File: config.mk
export PLATFORM = sky130hd
export DESIGN_NAME = sine_dac_gen
export DESIGN_NICKNAME = d
export VERILOG_FILES = /design/src/rtl/sine_pkg.sv /design/src/rtl/sine_qtr_rom.sv /design/src/rtl/sine_dac_gen.sv
export SDC_FILE = /design/constraint.sdc
export NUM_CORES = 1
export LEC_CHECK = 0
export BUFFER_PORTS_ARGS = -buffer_cell sky130_fd_sc_hd__buf_2
export CAP_MARGIN = 30
export CORE_ASPECT_RATIO = 0.9
export CORE_MARGIN = 5
export CORE_UTILIZATION = 35
export DETAILED_ROUTE_END_ITERATION = 16
export GPL_ROUTABILITY_DRIVEN = 0
export REMOVE_ABC_BUFFERS = 1
export SLEW_MARGIN = 20
export SYNTH_ARGS = -nofsm -noshare
export SYNTH_HDL_FRONTEND = slang
export SYNTH_SLANG_ARGS = --single-unit
File: constraint.sdc
create_clock -name clk -period 2.75 [get_ports clk]
set_input_delay 0.55 -clock clk [delete_from_list [all_inputs] [get_ports clk]]
set_output_delay 0.55 -clock clk [all_outputs]
set_load 0.02 [all_outputs]
File: src/rtl/sine_pkg.sv
// Shared constants and quarter-wave table for the sine DAC generator.
// Table entry i holds round(511.5 + 511.5*sin(2*pi*(i+0.5)/512)).
package sine_pkg;

  localparam int DAC_BITS   = 10;
  localparam int PHASE_BITS = 9;
  localparam int QTR_BITS   = PHASE_BITS - 2;
  localparam int QTR_DEPTH  = 2 ** QTR_BITS;

  localparam logic [DAC_BITS-1:0] MIDSCALE = 10'd512;
  localparam logic [DAC_BITS-1:0] DAC_MAX  = 10'd1023;

  localparam logic [DAC_BITS-1:0] QTR_ROM [QTR_DEPTH] = '{
    10'd515, 10'd521, 10'd527, 10'd533,
    10'd540, 10'd546, 10'd552, 10'd559,
    10'd565, 10'd571, 10'd577, 10'd583,
    10'd590, 10'd596, 10'd602, 10'd608,
    10'd614, 10'd621, 10'd627, 10'd633,
    10'd639, 10'd645, 10'd651, 10'd657,
    10'd663, 10'd669, 10'd675, 10'd681,
    10'd687, 10'd693, 10'd698, 10'd704,
    10'd710, 10'd716, 10'd722, 10'd727,
    10'd733, 10'd739, 10'd744, 10'd750,
    10'd755, 10'd761, 10'd766, 10'd772,
    10'd777, 10'd782, 10'd788, 10'd793,
    10'd798, 10'd803, 10'd809, 10'd814,
    10'd819, 10'd824, 10'd829, 10'd834,
    10'd838, 10'd843, 10'd848, 10'd853,
    10'd857, 10'd862, 10'd866, 10'd871,
    10'd875, 10'd880, 10'd884, 10'd888,
    10'd893, 10'd897, 10'd901, 10'd905,
    10'd909, 10'd913, 10'd917, 10'd920,
    10'd924, 10'd928, 10'd931, 10'd935,
    10'd939, 10'd942, 10'd945, 10'd949,
    10'd952, 10'd955, 10'd958, 10'd961,
    10'd964, 10'd967, 10'd970, 10'd973,
    10'd975, 10'd978, 10'd980, 10'd983,
    10'd985, 10'd988, 10'd990, 10'd992,
    10'd994, 10'd996, 10'd998, 10'd1000,
    10'd1002, 10'd1004, 10'd1005, 10'd1007,
    10'd1008, 10'd1010, 10'd1011, 10'd1013,
    10'd1014, 10'd1015, 10'd1016, 10'd1017,
    10'd1018, 10'd1019, 10'd1020, 10'd1020,
    10'd1021, 10'd1021, 10'd1022, 10'd1022,
    10'd1023, 10'd1023, 10'd1023, 10'd1023
  };

endpackage

File: src/rtl/sine_qtr_rom.sv
// Quarter-wave sine lookup: 7-bit address to 10-bit unsigned sample.
// Purely combinational; maps to LUTs or a ROM block.
module sine_qtr_rom
  import sine_pkg::*;
(
  input  logic [QTR_BITS-1:0] addr_i,
  output logic [DAC_BITS-1:0] data_o
);

  assign data_o = QTR_ROM[addr_i];

endmodule

File: src/rtl/sine_dac_gen.sv
// Free-running 512-sample sine generator driving a 10-bit ladder DAC.
// Quarter-wave table is mirrored and inverted per quadrant; pins are flopped.
module sine_dac_gen
  import sine_pkg::*;
(
  input  logic clk,
  input  logic rst_n,
  output logic _9b,
  output logic _6a,
  output logic _4a,
  output logic _2a,
  output logic _0a,
  output logic _5a,
  output logic _3b,
  output logic _49a,
  output logic _45a,
  output logic _48b
);

  logic [PHASE_BITS-1:0] phase_q;
  logic [PHASE_BITS-1:0] phase_d;
  logic [DAC_BITS-1:0]   dac_q;
  logic [DAC_BITS-1:0]   dac_d;
  logic [1:0]            quad;
  logic [QTR_BITS-1:0]   k;
  logic [QTR_BITS-1:0]   rom_addr;
  logic [DAC_BITS-1:0]   rom_data;

  assign quad = phase_q[PHASE_BITS-1 -: 2];
  assign k    = phase_q[QTR_BITS-1:0];

  // Odd quadrants walk the table backwards: 127-k == ~k.
  assign rom_addr = quad[0] ? ~k : k;

  sine_qtr_rom u_rom (
    .addr_i (rom_addr),
    .data_o (rom_data)
  );

  assign dac_d   = quad[1] ? (DAC_MAX - rom_data) : rom_data;
  assign phase_d = phase_q + 1'b1;

  always_ff @(posedge clk or negedge rst_n) begin
    if (!rst_n) begin
      phase_q <= '0;
      dac_q   <= MIDSCALE;
    end else begin
      phase_q <= phase_d;
      dac_q   <= dac_d;
    end
  end

  assign {_9b, _6a, _4a, _2a, _0a,
          _5a, _3b, _49a, _45a, _48b} = dac_q;

endmodule

# After elaboration in Yosys (flattened, before gate mapping)
# Memories as Yosys holds them, arrays and structs flattened.
# Cells that the tools add are included.
[op_classes] bitwise=2 n_addsub=2 magnitude_cmp=1 mux=4
[op_table] cell="$mux 10" count=3
[op_table] cell="$sub 10x10->10 const A" count=1
[op_table] cell="$add 9x1->9 const B" count=1
[op_table] cell="$ge 8x8->1 const B" count=1
[op_table] cell="$not 7->8" count=1
[op_table] cell="$mux 7" count=1
[op_table] cell="$not 7->7" count=1
[word_totals] output_inout_bits=10 rom_bits=1280 wordCells=12 register_bits=19 memories=1
[memory_table] name="(no name shown)" words=128 word_bits=10 rd=1 rd_ports_with_merged_regs=0 wr=0 line_no="sine_qtr_rom.sv:10" rtl="assign data_o = QTR_ROM[addr_i];"

# Longest topological paths before layout
[logic_depth] depth_word=8 ltp_mapped=13 mapped_depth_nobuf=9

# By module
# A second synthesis with hierarchy kept.
[hier_totals] cells_unflattened=294 area_unflattened_um2=2307.2
[modules_own_cells] mod="sine_qtr_rom" instances=1 seq_area_each_um2=0.0 cells_each=237 area_per_inst_um2=1541.5
[modules_own_cells] mod="sine_dac_gen" instances=1 seq_area_each_um2=476.7 cells_each=57 area_per_inst_um2=765.7

# Worst setup path before layout
# No wires, ideal clock.
[synth_path] kind="register to register" from="reg phase_q[7]" to="reg dac_q[0]" path_slack_ps=-285 stages_incl_launch_ff=13 period_less_slack_ps=3035 t_required_ps=2621 t_arrival_ps=2906 path_buffers=3 path_cell_list="dfrtp_1 -> buf_2 -> buf_4 -> buf_2 -> xor2_1 -> inv_1 -> ha_1 -> or2_1 -> mux4_2 -> a21boi_1 -> o2111ai_2 -> o311ai_1 -> xnor2_1"
[synth_via] elab_chain_len=7
[synth_lines] item="start, declared" line_no="sine_dac_gen.sv:20" rtl="logic [PHASE_BITS-1:0] phase_q;"
[synth_lines] item="start signal, assigned" line_no="sine_dac_gen.sv:48" rtl="phase_q <= phase_d;"
[synth_lines] item="$mux 7 *" line_no="sine_dac_gen.sv:33" rtl="assign rom_addr = quad[0] ? ~k : k;"
[synth_lines] item="$not 7->8 (not written as such) *" line_no="sine_qtr_rom.sv:10"
[synth_lines] item="$mem_v2 128x10 *"
[synth_lines] item="$mux 10 (not written as such) * (2 in a row)" line_no="sine_qtr_rom.sv:10"
[synth_lines] item="$sub 10x10->10" line_no="sine_dac_gen.sv:40" rtl="assign dac_d = quad[1] ? (DAC_MAX - rom_data) : rom_data;"
[synth_lines] item="$mux 10 *" line_no="sine_dac_gen.sv:40"
[synth_lines] item="via dac_d[0]" line_no="sine_dac_gen.sv:23" rtl="logic [DAC_BITS-1:0] dac_d;"
[synth_lines] item="end signal, assigned" line_no="sine_dac_gen.sv:46" rtl="dac_q <= MIDSCALE;"
[synth_lines] item="end signal, assigned" line_no="sine_dac_gen.sv:49" rtl="dac_q <= dac_d;"
[synth_lines] item="end, declared" line_no="sine_dac_gen.sv:22" rtl="logic [DAC_BITS-1:0] dac_q;"
# Mark *: on every way through the listed nets, which the timed path passes. The rest lies on a longest branch. The select of a mux whose other input is x is not followed.

# Worst setup path in the final report
[layout_path] from="reg phase_q[7]" to="reg dac_q[2]"
# Same word-level chain as after synthesis.

==> flow_summary.json <==
{
  "outcome": "finished clean",
  "power.leakage_nw": 1.48,
  "met2RoutedLength_microns": 5640,
  "vias_per_cell": 6.80,
  "wl_microns": 13900,
  "die_y_microns": 106,
  "antenna_found_initial": 0,
  "fin_total_pwr_w": 0.000605,
  "cap_violations": 0,
  "crit_chain": "xor2_2 -> inv_1 -> buf_4 -> ha_1 -> buf_4 -> a211oi_1 -> o41a_1 -> o211a_1 -> a211oi_1",
  "ant_nets": 0,
  "grt_first_pass_wirelength_microns": 21400,
  "grt_overflow_total": 0,
  "rsz0062_at_grt": "no",
  "synth_cell_types": 82,
  "fp.dieW_microns": 117,
  "seq_area_frac_synth": 0.133,
  "finalHoldViolations": 0,
  "pwr_density_cell_mw_per_mm2": 154,
  "met1Wirelength_microns": 5330,
  "finalSetupViolations": 0,
  "dr.pass1.iters": 7,
  "p_sw_frac": 0.213,
  "hold_class": "in2async",
  "tightest_slew_ns": 0.734,
  "ios": 12,
  "initial_utilization": 0.354,
  "critPathArrivalTime_ns": 2.79,
  "crit_type": "reg2reg",
  "path_buf_inv": 3,
  "cp_max_fo": 8,
  "p_clk_frac": 0.527,
  "num-nets-final": 502,
  "critPathCaptureType": "register",
  "design_area_sq_mm": 0.00393,
  "power.share.sequential": 0.462,
  "drt_iter0_markers": 775,
  "synth_commonest_cells": "nand2_1 (35), a21oi_1 (33), o21ai_0 (32), buf_2 (31), nor2_1 (29)",
  "syn_area_per_cell_sq_um": 7.38,
  "numCtsBuffers": 3,
  "r2r_start": "phase_q[7]",
  "layout-area-overhead-vs-synth_pct": 9.79,
  "hpwl_microns": 9990,
  "grt_pass1_vias": 3768,
  "ctsLongestPathBuffers": 2,
  "critPathTopFamily": "compound AO/OA/AOI/OAI gates",
  "startpoint_type": "register",
  "relSlewSlack": 0.510,
  "syn_inst": 485,
  "drive_gt1_frac": 0.181,
  "ys_ff_latch": 19,
  "fin_crit_sh": 0.954,
  "crit_start": "phase_q[7]",
  "async_flop_share": 1.00,
  "yosys-top-cells-area": "dfrtp_1 (13%), ha_1 (4.9%), a21oi_1 (4.6%)",
  "drc_errors": 0,
  "cts_tree": "done",
  "yosysTopAreaCellShare": 0.126,
  "route.met3.wl_microns": 2060,
  "rows": 35,
  "fin_util": 0.388,
  "insertedDiodeCount": 0,
  "synth_most_common_cell": "nand2_1",
  "grt_usage": 0.221,
  "clock_sinks": 19,
  "syn-cell-area_sq_mm": 0.00358,
  "critPathSlowestCell": "o41a_1",
  "synth_largest_area_cell": "dfrtp_1",
  "synth_edf_count": 0,
  "htree_num_levels": 1,
  "coreArea_sq_mm": 0.0101,
  "yosysWarnings": 0,
  "fin_skew_ns": 0.0114,
  "clk_latency_ns": 0.26,
  "timing.fmax_mhz": 381,
  "placed_area_sq_mm": 0.00383,
  "p_int_w": 0.000476,
  "worstPathRequired_ns": 2.92,
  "whs_ns": 0.251,
  "dieArea_sq_mm": 0.0123,
  "comb_power_share": 0.011,
  "ir_drop_v": 0.000216,
  "vias": 4173,
  "netSwitchingPower_w": 0.000129,
  "port_buffers": 11,
  "ys.flop_type": "dfrtp_1",
  "hold_buffers": 0,
  "clk_pin_slew_ns": 0.07,
  "top_layer_used": "met4",
  "grt_max_degree": 50,
  "maxSlewViolCount": 0,
  "cts_root_buf": "clkbuf_16",
  "wl_per_cell_microns": 22.6,
  "fin_crit_ns": 2.62,
  "critical-path-max-stage-delay_ns": 0.49
}
## power by group through the flow
stage / Combinational (W) / Sequential (W) / Clock [W]
floorplan: 0.000000000964 / 0.000285 / 0
global placement: 0.00000695 / 0.000285 / 0
detailed placement: 0.00000722 / 0.000285 / 0
CTS: 0.00000727 / 0.000280 / 0.000319
global route: 0.00000803 / 0.000279 / 0.000332
finish: 0.00000668 / 0.000280 / 0.000319
## path summary, 6_finish.rpt
path,to,slack (ns),depth (start not counted)
setup reg to reg,dac_q[2],0.13,9
max in group asynchronous,phase_q[3],2.12,1
min in group clk,phase_q[6],0.53,1
setup / recovery,dac_q[2],0.13,9
hold / removal,phase_q[0],0.25,1
hold reg to reg,phase_q[6],0.53,1
## cell usage in the layout, fill, tap and decap left out, types with 11 or more instances in the layout
cell type  count
nand2_1       35
o21ai_0       32
dfrtp_1       14
ha_1          14
o211ai_1      11
nand3_1       16
xnor2_1       13
inv_1         12
nand2b_1      18
mux2i_1       12
buf_4         38
nor2b_1       14
nor2_1        29
buf_2         11
a21oi_1       33
## cell families (layout without fill, tap and decap cells)
family / Yosys count / after routing / share of synthesized area
AO/OA/AOI/OAI: 180 / 180 / 0.353
XOR/XNOR: 21 / 21 / 0.0556
adder cells (fa/ha/maj): 14 / 14 / 0.0490
buffers and inverters: 72 / 72 / 0.105
flip-flops: 19 / 19 / 0.133
multiplexers: 19 / 19 / 0.0651
AND/OR/NAND/NOR: 160 / 160 / 0.239
## metrics by stage
step           worst slack (ns)  instances  setup TNS [ns]
6_report                  0.128        614               0
3_5_place_dp             0.0518        610               0
5_1_grt                  0.0272        614               0
4_1_cts                  0.0218        614               0
3_3_place_gp              0.155        610               0
2_1_floorplan            -0.767        429           -4.55
## state kept, by name, summed over array words and instances (netlist names)
register and flops:
phase_q 9, dac_q 10
## final cells by class
class	instances	area, sq um
sequential	19	482
multi-input combinational	394	2740
clock buffer	3	75.1
timing repair buffer	52	400
tap	129	161
inverter	16	62.6
fill	1042	6190
clock inverter	1	5.00
## metal layers
metal / vias to the layer above / global-route usage
met4: 0 / 0.0885
met3: 99 / 0.0586
met2: 361 / 0.322
met1: 1903 / 0.308
li1: 1810 / -
met5: - / 0
## what timing repair did
| item | 4_1_cts | 5_1_grt |
|---|---|---|
| endpoints found under the setup margin | 0 | 4 |
| resized for setup | 0 | 4 |
| buffers inserted | 0 | 0 |
No activity file was read; power rests on OpenSTA's default activity.
